## config.mk

```make
export PLATFORM = sky130hd
export DESIGN_NAME = sp_ram_arbiter
export DESIGN_NICKNAME = d
export VERILOG_FILES = /design/src/rtl/sp_arb_pkg.sv /design/src/rtl/sp_ram_arbiter_rr_pick.sv /design/src/rtl/sp_ram_arbiter.sv
export SDC_FILE = /design/constraint.sdc
export NUM_CORES = 1
export LEC_CHECK = 0
export ABC_AREA = 1
export CELL_PAD_IN_SITES_DETAIL_PLACEMENT = 1
export CELL_PAD_IN_SITES_GLOBAL_PLACEMENT = 2
export CORE_UTILIZATION = 20
export CTS_BUF_LIST = sky130_fd_sc_hd__clkbuf_16
export CTS_CLUSTER_SIZE = 12
export DETAILED_ROUTE_END_ITERATION = 6
export PLACE_DENSITY_LB_ADDON = 0.15
export SKIP_LAST_GASP = 1
export SYNTH_ARGS = -nofsm -noshare
export SYNTH_HDL_FRONTEND = slang
export SYNTH_SLANG_ARGS = --single-unit
```

## constraint.sdc

```tcl
create_clock -name clk -period 3.55 [get_ports clk]
set_input_delay 0.5325 -clock clk [delete_from_list [all_inputs] [get_ports clk]]
set_output_delay 0.5325 -clock clk [all_outputs]
set_load 0.01 [all_outputs]
```

## src/rtl/sp_arb_pkg.sv

```systemverilog
// Shared types and default sizes for the single-port RAM arbiter.
// No logic; compile-time only.
// Not applicable: holds no datapath.
package sp_arb_pkg;

    typedef enum logic [1:0] {
        IDLE   = 2'd0,
        GRANT  = 2'd1,
        RDWAIT = 2'd2
    } state_t;

    localparam int NUM_REQ_DEF = 4;
    localparam int AW_DEF      = 32;
    localparam int DW_DEF      = 32;

endpackage

```

## src/rtl/sp_ram_arbiter_rr_pick.sv

```systemverilog
// Round-robin picker: first set request bit after 'last', wrapping modulo NUM_REQ.
// Latency: purely combinational.
// Backpressure: none; the caller decides when the pick is consumed.
module rr_pick
    import sp_arb_pkg::*;
#(
    parameter int NUM_REQ = NUM_REQ_DEF,
    parameter int IDW     = $clog2(NUM_REQ)
) (
    input  logic [NUM_REQ-1:0] req,
    input  logic [IDW-1:0]     last,
    output logic [IDW-1:0]     win,
    output logic               any
);

    int idx;

    // Scan from the farthest candidate back to last+1 so the nearest set bit wins.
    always_comb begin
        win = '0;
        any = 1'b0;
        idx = 0;
        for (int k = NUM_REQ; k >= 1; k--) begin
            idx = (int'(last) + k) % NUM_REQ;
            if (req[IDW'(idx)]) begin
                win = IDW'(idx);
                any = 1'b1;
            end
        end
    end

endmodule

```

## src/rtl/sp_ram_arbiter.sv

```systemverilog
// Shares one single-port registered-read RAM among NUM_REQ requesters, round-robin.
// Latency: gnt and RAM strobes one edge after req; read data two edges after gnt.
// Backpressure: requester holds its command until gnt; one access in flight, others wait.
module sp_ram_arbiter
    import sp_arb_pkg::*;
#(
    parameter int NUM_REQ = NUM_REQ_DEF,
    parameter int AW      = AW_DEF,
    parameter int DW      = DW_DEF,
    parameter int IDW     = $clog2(NUM_REQ)
) (
    input  logic                  clk,
    input  logic                  rst_n,
    input  logic [NUM_REQ-1:0]    req,
    input  logic [NUM_REQ-1:0]    req_we,
    input  logic [NUM_REQ*AW-1:0] req_addr,
    input  logic [NUM_REQ*DW-1:0] req_wdata,
    output logic [NUM_REQ-1:0]    gnt,
    output logic                  rvalid,
    output logic [DW-1:0]         rdata,
    output logic [IDW-1:0]        rid,
    output logic                  ram_cs,
    output logic                  ram_we,
    output logic                  ram_oe,
    output logic [AW-1:0]         ram_addr,
    output logic [DW-1:0]         ram_wdata,
    input  logic [DW-1:0]         ram_rdata
);

    state_t               state, state_nxt;
    logic [IDW-1:0]       last_q, last_nxt;
    logic [IDW-1:0]       rid_q, rid_q_nxt;
    logic [IDW-1:0]       win;
    logic                 any;
    logic [NUM_REQ-1:0]   gnt_nxt;
    logic                 rvalid_nxt;
    logic [DW-1:0]        rdata_nxt;
    logic [IDW-1:0]       rid_nxt;
    logic                 ram_cs_nxt, ram_we_nxt, ram_oe_nxt;
    logic [AW-1:0]        ram_addr_nxt;
    logic [DW-1:0]        ram_wdata_nxt;

    rr_pick #(
        .NUM_REQ (NUM_REQ),
        .IDW     (IDW)
    ) u_pick (
        .req  (req),
        .last (last_q),
        .win  (win),
        .any  (any)
    );

    // Next-state and next-output decode; strobes default low so cs is high only in GRANT.
    always_comb begin
        state_nxt     = state;
        last_nxt      = last_q;
        rid_q_nxt     = rid_q;
        gnt_nxt       = '0;
        rvalid_nxt    = 1'b0;
        rdata_nxt     = rdata;
        rid_nxt       = rid;
        ram_cs_nxt    = 1'b0;
        ram_we_nxt    = 1'b0;
        ram_oe_nxt    = 1'b0;
        ram_addr_nxt  = ram_addr;
        ram_wdata_nxt = ram_wdata;
        case (state)
            IDLE: begin
                if (any) begin
                    gnt_nxt       = NUM_REQ'(1) << win;
                    last_nxt      = win;
                    ram_cs_nxt    = 1'b1;
                    ram_we_nxt    = req_we[win];
                    ram_oe_nxt    = ~req_we[win];
                    ram_addr_nxt  = req_addr[int'(win)*AW +: AW];
                    ram_wdata_nxt = req_wdata[int'(win)*DW +: DW];
                    state_nxt     = GRANT;
                end else begin
                    ram_addr_nxt  = '0;
                    ram_wdata_nxt = '0;
                end
            end
            GRANT: begin
                // The RAM samples the access on this edge; reads need one more cycle.
                if (ram_we) begin
                    state_nxt = IDLE;
                end else begin
                    rid_q_nxt = last_q;
                    state_nxt = RDWAIT;
                end
            end
            RDWAIT: begin
                rdata_nxt  = ram_rdata;
                rid_nxt    = rid_q;
                rvalid_nxt = 1'b1;
                state_nxt  = IDLE;
            end
            default: state_nxt = IDLE;
        endcase
    end

    // FSM state register.
    always_ff @(posedge clk or negedge rst_n) begin
        if (!rst_n) begin
            state <= IDLE;
        end else begin
            state <= state_nxt;
        end
    end

    // Registered outputs and arbitration pointer; reset leaves requester 0 highest priority.
    always_ff @(posedge clk or negedge rst_n) begin
        if (!rst_n) begin
            last_q    <= IDW'(NUM_REQ - 1);
            rid_q     <= '0;
            gnt       <= '0;
            rvalid    <= 1'b0;
            rdata     <= '0;
            rid       <= '0;
            ram_cs    <= 1'b0;
            ram_we    <= 1'b0;
            ram_oe    <= 1'b0;
            ram_addr  <= '0;
            ram_wdata <= '0;
        end else begin
            last_q    <= last_nxt;
            rid_q     <= rid_q_nxt;
            gnt       <= gnt_nxt;
            rvalid    <= rvalid_nxt;
            rdata     <= rdata_nxt;
            rid       <= rid_nxt;
            ram_cs    <= ram_cs_nxt;
            ram_we    <= ram_we_nxt;
            ram_oe    <= ram_oe_nxt;
            ram_addr  <= ram_addr_nxt;
            ram_wdata <= ram_wdata_nxt;
        end
    end

endmodule

```

---- Word level (Yosys, flattened, before mapping) ----
Index checks and enable logic that the tools add are counted.
cells by class
  divide/modulo/power cells ............... 0
  muxes and demuxes ....................... 36
  bitwise logic cells ..................... 2
  reductions and logical operators ........ 3
  shifts and indexed selects .............. 3
  $lt $le $gt $ge ......................... 5
  equality and inequality tests ........... 3
  add/sub/neg operators ................... 4
  multiply operators ...................... 0
operators with widths
  cell                                                                   count
  128-bit by 8-bit variable part select with 32-bit output               2
  32-bit 2-to-1 mux                                                      2
  1-bit 2-to-1 mux                                                       20
  2-bit by 4-bit < comparator with 1-bit output, second input constant   4
  2-bit 2-to-1 mux                                                       6
  1-bit binary-select mux with 2-bit select                              5
  4-bit 2-to-1 mux                                                       2
  2-bit by 1-bit adder with 2-bit output, second input constant          2
  2-bit adder, second input constant                                     2
  2-bit case mux with 2 select lines                                     1
  2-bit AND reduction                                                    2
  1-bit by 2-bit left shift with 4-bit output, first input constant      1
  2-bit by 3-bit < comparator with 1-bit output, second input constant   1
  2-bit by 1-bit equality test with 1-bit output, second input constant  1
  2-bit equality test, second input constant                             1
  2-bit logical NOT                                                      1
  2-bit != test, second input constant                                   1
  1-bit NOT                                                              2
storage, ports and cells
  latch bits .............................. 0
  output and inout bits ................... 106
  flip-flop bits (word level) ............. 112
  bits in read-only memories .............. 0
  memory bits (writable) .................. 0
  memories ................................ 0

---- Logic depth before layout (Yosys ltp) ----
Gate-level depths: netlist of run 1.
  depth after elaboration ................. 13
  mapped depth ............................ 15
  gate-level depth less buffers ........... 14

---- Cells and area by module ----
From an unflattened synthesis of run 1, not the netlist that was laid out.
second synthesis, totals
  cells, all modules ...................... 938
  area total of the unflattened synthesis .. 6,331.1 µm²
by module, submodules not included
  module          area an instance (µm²)  times used  cells an instance  seq. area each (µm²)
  sp_ram_arbiter  6,104.6                 1           889                2,805.2
  rr_pick         226.5                   1           49                 0.0

---- Worst setup path before layout of run 1 ----
No wires, ideal clock.
  path kind ............................... flip-flop to flip-flop
  start point ............................. register last_q[0]
  end point ............................... register ram_addr[20]
  slack ................................... 1,695 ps
  buffers on the path ..................... 3
  cell stages (with the launch flop) ...... 15
  clock period less this slack ............ 1,855 ps
  arrival time ............................ 1,731 ps
  data required time ...................... 3,426 ps
  cells stage by stage .................... dfstp_2 > buf_4 > nand2_1 > o21ai_1 > nand2_1 > nand2_1 > nand2_2 > nand2_1 > nand2_2 > nand2_2 > buf_4 > buf_4 > nand2_1 > nand3_1 > nand3_1
between the ends
  longest elaborated chain between the ends .. 10
ends and longest elaborated chain
  element                                                   RTL line                      text
  start: declaration                                        sp_ram_arbiter.sv:31          logic [IDW-1:0] last_q, last_nxt;
  start signal: assignment                                  sp_ram_arbiter.sv:114         last_q <= IDW'(NUM_REQ - 1);
  start signal: assignment                                  sp_ram_arbiter.sv:126         last_q <= last_nxt;
  2-bit by 1-bit adder with 2-bit output                    sp_ram_arbiter_rr_pick.sv:24  idx = (int'(last) + k) % NUM_REQ;
  1-bit binary-select mux with 2-bit select                 sp_ram_arbiter_rr_pick.sv:25  if (req[IDW'(idx)]) begin
  1-bit 2-to-1 mux (not written as such) (2 in a row)       sp_ram_arbiter_rr_pick.sv:25
  2-bit 2-to-1 mux (4 in a row)                             sp_ram_arbiter_rr_pick.sv:25
  128-bit by 8-bit variable part select with 32-bit output  sp_ram_arbiter.sv:75          ram_addr_nxt = req_addr[int'(win)*AW +: AW];
  32-bit 2-to-1 mux (*)                                     sp_ram_arbiter.sv:69          if (any) begin
  end signal: assignment                                    sp_ram_arbiter.sv:135         ram_addr <= ram_addr_nxt;
  end: declaration                                          sp_ram_arbiter.sv:25          output logic [AW-1:0] ram_addr,
Every way passes the cells marked *; elsewhere a longest branch is shown, timed or not. The select of a mux whose other input is x is not followed.
A chain may end at the register's enable or synchronous reset.

---- Final worst setup path of run 1 ----
  start point ............................. register last_q[0]
  end point ............................... register ram_we
between the ends
  longest elaborated chain between the ends .. 12
ends and longest elaborated chain
  element                                              RTL line                      text
  2-bit by 1-bit adder with 2-bit output               sp_ram_arbiter_rr_pick.sv:24
  1-bit binary-select mux with 2-bit select            sp_ram_arbiter_rr_pick.sv:25
  1-bit 2-to-1 mux (not written as such) (2 in a row)  sp_ram_arbiter_rr_pick.sv:25
  2-bit 2-to-1 mux (4 in a row)                        sp_ram_arbiter_rr_pick.sv:25
  1-bit binary-select mux with 2-bit select            sp_ram_arbiter.sv:73          ram_we_nxt = req_we[win];
  1-bit 2-to-1 mux (not written as such)               sp_ram_arbiter.sv:73
  1-bit 2-to-1 mux (*)                                 sp_ram_arbiter.sv:69
  1-bit 2-to-1 mux (*)                                 sp_ram_arbiter.sv:67          case (state)
  named net ram_we_nxt                                 sp_ram_arbiter.sv:39          logic ram_cs_nxt, ram_we_nxt, ram_oe_nxt;
  end signal: assignment                               sp_ram_arbiter.sv:133         ram_we <= ram_we_nxt;
  end: declaration                                     sp_ram_arbiter.sv:23          output logic ram_we,
The timed path passes the listed nets; every way through them passes the cells marked *. The select of a mux whose other input is x is not followed.

==> results.cfg, run 1 <==
[synthesis]
syn_area_um2 = 6810
synth_nets = 1346
yosysTopAreaCell = dfrtp_1
synth_area_leaders = dfrtp_1, nand2_1, nand3_1
ys_types = 19
synth_warnings = 0
ys_seq_elements = 112
yosysSeqAreaShare_pct = 41.19
avgSynthCellArea_um2 = 6.498
synthCells = 1048
yosys.area.top_type_share_pct = 40.42

[timing]
rsz0062_at_grt = no
setup_viol = 0
maxSlewViolCount = 0
tns_ns = 0
worstMarginPinSlew_ns = 0.9647
final.period_utilization_pct = 76.30
maxSlewHeadroom_pct = 35.53
hold_violations = 0
finalWorstPathRequiredPeriod_ns = 2.709
clock-skew-final_ns = 0.009802
max_freq_ghz = 0.3692
fin_ws_ns = 0.8414

[routing]
routed-via-count = 7998
drtPass1Iterations = 4
drt_iter0_markers = 267
wl_um = 31470
route.antenna.remaining_nets = 0
post_drt_wl_per_cell_um = 16.85
vias_per_cell = 4.282
drc = 0

[run_status]
outcome = finished clean

[critical_path]
crit_buf_inv = 2
crit_path_end_kind = flip-flop
regToRegSetupSlack_ns = 0.84
timing.rr.end = ram_we
cp_max_fo = 68
crit_required_ns = 3.80
slowest_delay_ns = 0.67
r2r_start = last_q[0]
path_cells = inv_1 -> nand2_1 -> nand2_1 -> nand2_1 -> nand2_1 -> nand2_2 -> nand3_2 -> nand2_2 -> buf_12 -> nand2_1 -> nand2_1 -> nand2_1 -> nand2_1 -> nor2_1
critPathArrivalTime_ns = 2.96
r2r_cells = 14
critical_path.most_common_cell = nand2_1
worstSetupPathType = flip-flop to flip-flop
cp_top_family = simple AND/OR/NAND/NOR gates
worstSetupStartpointType = flip-flop
crit_slowest_cell = dfstp_2

[clocking]
post-cts-setup-buffer-count = 0
root_buffer = clkbuf_16
path_clk_slew_ns = 0.09
cts_max_level = 3
cts_buffer_depth = 2
cts_tree = built
clock_sinks = 112
numCtsBuffers = 9
clk_latency_ns = 0.37
post_cts_resized = 0
postCtsHoldBufs = 0

[global_routing]
grt_pass1_vias = 8473
grt_use_total_pct = 18.36
grt_first_pass_wirelength_um = 49680
antenna_found_initial = 1
grt_max_degree = 69
overflow = 0

[power]
p_leak_nw = 5.632
ir_drop_mv = 0.8144
power_mw = 11.16
powerDensity_nw_per_um2 = 963.1

[final_layout]
stdcell_count = 1868
fillerInstances = 4150
final_nets = 1712
areaGrowthSynthToFinish_pct = 70.11
drive_above_1_share_pct = 3.946

[placed_design]
dp_hpwl_um = 23240
post-place-ws_ns = 0.5775
place_congestion = 0.7862
dp.cells = 1851
io_buffers = 403

[floorplanning]
io_pins = 404
initial_core_util_pct = 20.31
floorplan.rows = 67
core_area_um2 = 33530
die_width_um = 186.5
die-height_um = 186.5
dieArea_um2 = 34790

[worst_hold_path]
hold_path.class = input port to async pin

[flow_run]
cap_viol_max_count = 0
cell usage after synthesis (all sizes together):
library cell and count:
buf 47, nor2 8, inv 150, dfstp 2, nand2 404, nor3 3
dfrtp 110, or3 1, clkbuf 20, o21ai 7, nand3 295, clkinv 1
registers in the layout, indices dropped and copies added (netlist names):
signal / cells
ram_oe: 1
ram_wdata: 32
ram_addr: 32
state: 2
last_q: 2
rid: 2
rdata: 32
rid_q: 2
rvalid: 1
ram_cs: 1
gnt: 4
ram_we: 1
metrics by stage:
stage	util, %	hold WS (ns)	area (um2)
after floorplan	-	0.2369	6810
after global placement	33.64	0.4538	11280
after detailed placement	33.64	0.4580	11280
after CTS	34.54	0.1695	11580
after global routing	34.54	0.1907	11580
final	34.55	0.1575	11580
routing by layer:
layer  vias up  part of all wire, %  track usage, %
met5         -                0.029               0
met4         2                  1.2           4.193
met3        24                  8.4           6.357
met2       269                   47           30.87
met1      3718                   43           22.46
li1       3985                    -               -
logic make-up (layout without fill, tap and decap cells):
| kind of cell | count (synthesis) | after routing | synth area share (%) |
|---|---|---|---|
| compound gates | 7 | 7 | 0.5144 |
| buf+inv | 218 | 589 | 13.26 |
| flops | 112 | 112 | 41.19 |
| other cells | 0 | 1 | 0 |
| simple gates | 711 | 711 | 45.03 |
worst max-delay path by stage:
stage,from,end,cells past startpoint
after global placement,req[3],ram_wdata[24],11
after floorplan,last_q[0],ram_addr[20],14
after CTS,last_q[0],ram_we,14
after detailed placement,req[3],ram_addr[16],11
after global routing,last_q[0],ram_we,14
final,last_q[0],ram_we,14
report_power, final:
part | leakage [nW] | total [mW] | switching (mW) | internal, mW
sequential | 1.37 | 2.31 | 0.354 | 1.96
clock | 0.140 | 1.08 | 0.583 | 0.501
combinational | 4.12 | 7.76 | 4.74 | 3.02
area by class of cell:
class | count | area, um2 | share of cell area [%]
Antenna cell | 1 | 2.502 | 0.02160
Clock inverter | 7 | 76.32 | 0.6588
Multi-Input combinational cell | 718 | 3124 | 26.97
Sequential cell | 112 | 2805 | 24.21
Timing Repair Buffer | 422 | 4224 | 36.46
Inverter | 151 | 566.8 | 4.893
Clock buffer | 9 | 225.2 | 1.944
Tap cell | 448 | 560.5 | 4.839
placed cells by master (no fill, tap or decap), types with 6 or more instances in the layout:
master,instances
dfrtp_1,110
nand2_1,397
inv_1,144
nand3_1,293
inv_2,6
clkdlybuf4s50_1,402
buf_4,16
o21ai_0,6
nand2_2,6
clkbuf_16,9
Power figures use the tool's default switching activity.
==> run 2: changes to the inputs <==
--- a/config.mk
+++ b/config.mk
@@ -8,7 +8,7 @@
 export ABC_AREA = 1
 export CELL_PAD_IN_SITES_DETAIL_PLACEMENT = 1
 export CELL_PAD_IN_SITES_GLOBAL_PLACEMENT = 2
-export CORE_UTILIZATION = 20
+export CORE_UTILIZATION = 18
 export CTS_BUF_LIST = sky130_fd_sc_hd__clkbuf_16
 export CTS_CLUSTER_SIZE = 12
 export DETAILED_ROUTE_END_ITERATION = 6
==> constraint.sdc (replaced) <==
create_clock -name clk -period 2.8 [get_ports clk]
set_input_delay 0.42 -clock clk [delete_from_list [all_inputs] [get_ports clk]]
set_output_delay 0.42 -clock clk [all_outputs]
set_load 0.01 [all_outputs]
==> results.cfg, run 2 (synthesized netlist as in run 1, its figures left out) <==
[run_status]
outcome = finished clean

[power]
p_leak_nw = 5.718
seq_power_share_pct = 19.9
ir_drop_mv = 0.7861
p_sw_mw = 7.463
p_sw_share_pct = 50.66
p_int_mw = 7.269
pwr-share-clk_pct = 9.7
power_frac_comb_pct = 70.4
power_mw = 14.73
powerDensity_nw_per_um2 = 1245

[global_routing]
overflow = 0
grt_max_degree = 65
grt_pass1_vias = 8406
grt_use_total_pct = 16.95
antenna_found_initial = 4
grt_first_pass_wirelength_um = 49880

[final_layout]
final_core_util_pct = 32.01
finalInstanceArea_um2 = 11830
fillerInstances = 4562
areaGrowthSynthToFinish_pct = 73.75
final_cell_mix = clkdlybuf4s50_1, nand2_1, nand3_1, inv_1, dfrtp_1
drive_above_1_share_pct = 4.415
stdcell_count = 1935
top_regs = ram_addr x32, ram_wdata x32, rdata x32
final_common_cell = clkdlybuf4s50_1
final_nets = 1720

[routing]
drc = 0
drtPass1Iterations = 4
drt_iter0_markers = 223
vias_per_cell = 4.145
route.antenna.remaining_nets = 0
routed-via-count = 8020
post_drt_wl_per_cell_um = 16.93
wl_um = 32760

[placed_design]
place_congestion = 0.7647
post-place-ws_ns = 0.1568
io_buffers = 403
dp_hpwl_um = 23860
dp.cells = 1914
place_area_um2 = 11500

[critical_path]
slowest_delay_ns = 0.73
cp_top_family = simple AND/OR/NAND/NOR gates
critical_path.most_common_cell = nand2_1
worstSetupPathType = flip-flop to flip-flop
crit_path_end_kind = flip-flop
r2r_cells = 12
cp_max_fo = 32
worstSetupStartpointType = flip-flop
crit_buf_inv = 2
crit_slowest_cell = nor2_4
critPathArrivalTime_ns = 2.80
path_cells = inv_1 -> nand2_1 -> nand2_1 -> nand2_1 -> nand2_1 -> nand3_1 -> nand2_1 -> nand2_2 -> inv_2 -> nor2_4 -> nand3_1 -> nand3_1
crit_cells = 12
crit_required_ns = 3.11

[timing]
finalWorstPathRequiredPeriod_ns = 2.499
max_freq_ghz = 0.4002
maxSlewViolCount = 0
fin_ws_ns = 0.3014
setup_viol = 0
maxSlewHeadroom_pct = 34.69
worstMarginPinSlew_ns = 0.9773
final.period_utilization_pct = 89.24
clock-skew-final_ns = 0.01410
rsz0062_at_grt = yes
hold_violations = 0

[clocking]
path_clk_slew_ns = 0.08
clk_latency_ns = 0.38
cts_max_level = 3
cts_buffer_depth = 2
numCtsBuffers = 9
root_buffer = clkbuf_16
post_cts_resized = 0
cts_tree = built
clock_sinks = 112

[worst_hold_path]
hold_path.class = flip-flop to flip-flop
min_path_cells = 2

[floorplanning]
die-height_um = 196.5
die_width_um = 196.5
core_area_um2 = 36960
dieArea_um2 = 38620
io_pins = 404
floorplan.rows = 70
initial_core_util_pct = 18.43

[flow_run]
cap_viol_max_count = 0
run 2: timing repair:
action,CTS,global route
hold endpoints to repair,21,0
buffers inserted,0,0
setup endpoints to repair,0,3
hold buffers,1,0
run 2: layout make-up:
cell class / instances / area (um2) / area share (%)
repair buffers: 430 / 4374 / 36.97
inverters: 151 / 566.8 / 4.790
clock inverters: 7 / 91.34 / 0.7719
clock buffers: 9 / 225.2 / 1.903
well taps: 504 / 630.6 / 5.329
diodes: 4 / 10.01 / 0.08459
multi-input cells: 718 / 3129 / 26.45
flip-flops and latches: 112 / 2805 / 23.71
run 2: per-layer routing:
metal,wire (um),up-vias,part of all wire (%),global-route usage [%]
met3,2805,30,8.6,6.006
met5,0,-,0,0
met2,15310,241,47,28.17
met4,619,0,1.9,4.803
li1,-,4009,-,-
met1,14020,3740,43,20.55
run 2: final timing paths:
path / start / end / slack [ns]
max: last_q[0] / ram_wdata[27] / 0.30
min: rdata[29] / rdata[29] / 0.47
max reg2reg: last_q[0] / ram_wdata[27] / 0.30
min reg2reg: rdata[29] / rdata[29] / 0.47
max in group asynchronous: rst_n / ram_wdata[27] / 1.61
min in group asynchronous: rst_n / rdata[13] / 0.48
run 2: worst min-delay path: cells and delay by family (launching register included):
family / cells / cell delay [ns]
flops: 1 / 0.35
simple gates: 2 / 0.10
run 2: power groups by stage:
stage / logic [mW] / clock network, mW / registers (mW)
after floorplan: 5.70 / 0 / 3.25
after global placement: 10.6 / 0 / 2.95
after detailed placement: 10.7 / 0 / 2.97
after CTS: 10.7 / 1.50 / 2.94
after global routing: 11.7 / 1.56 / 3.04
final: 10.4 / 1.43 / 2.93
run 2: per-stage QoR:
step	hold slack (ns)	setup TNS (ns)
after global routing	0.4873	-0.08342
after detailed placement	0.3545	0
after CTS	0.4747	0
after floorplan	0.1244	0
final	0.4742	0
after global placement	0.3518	0
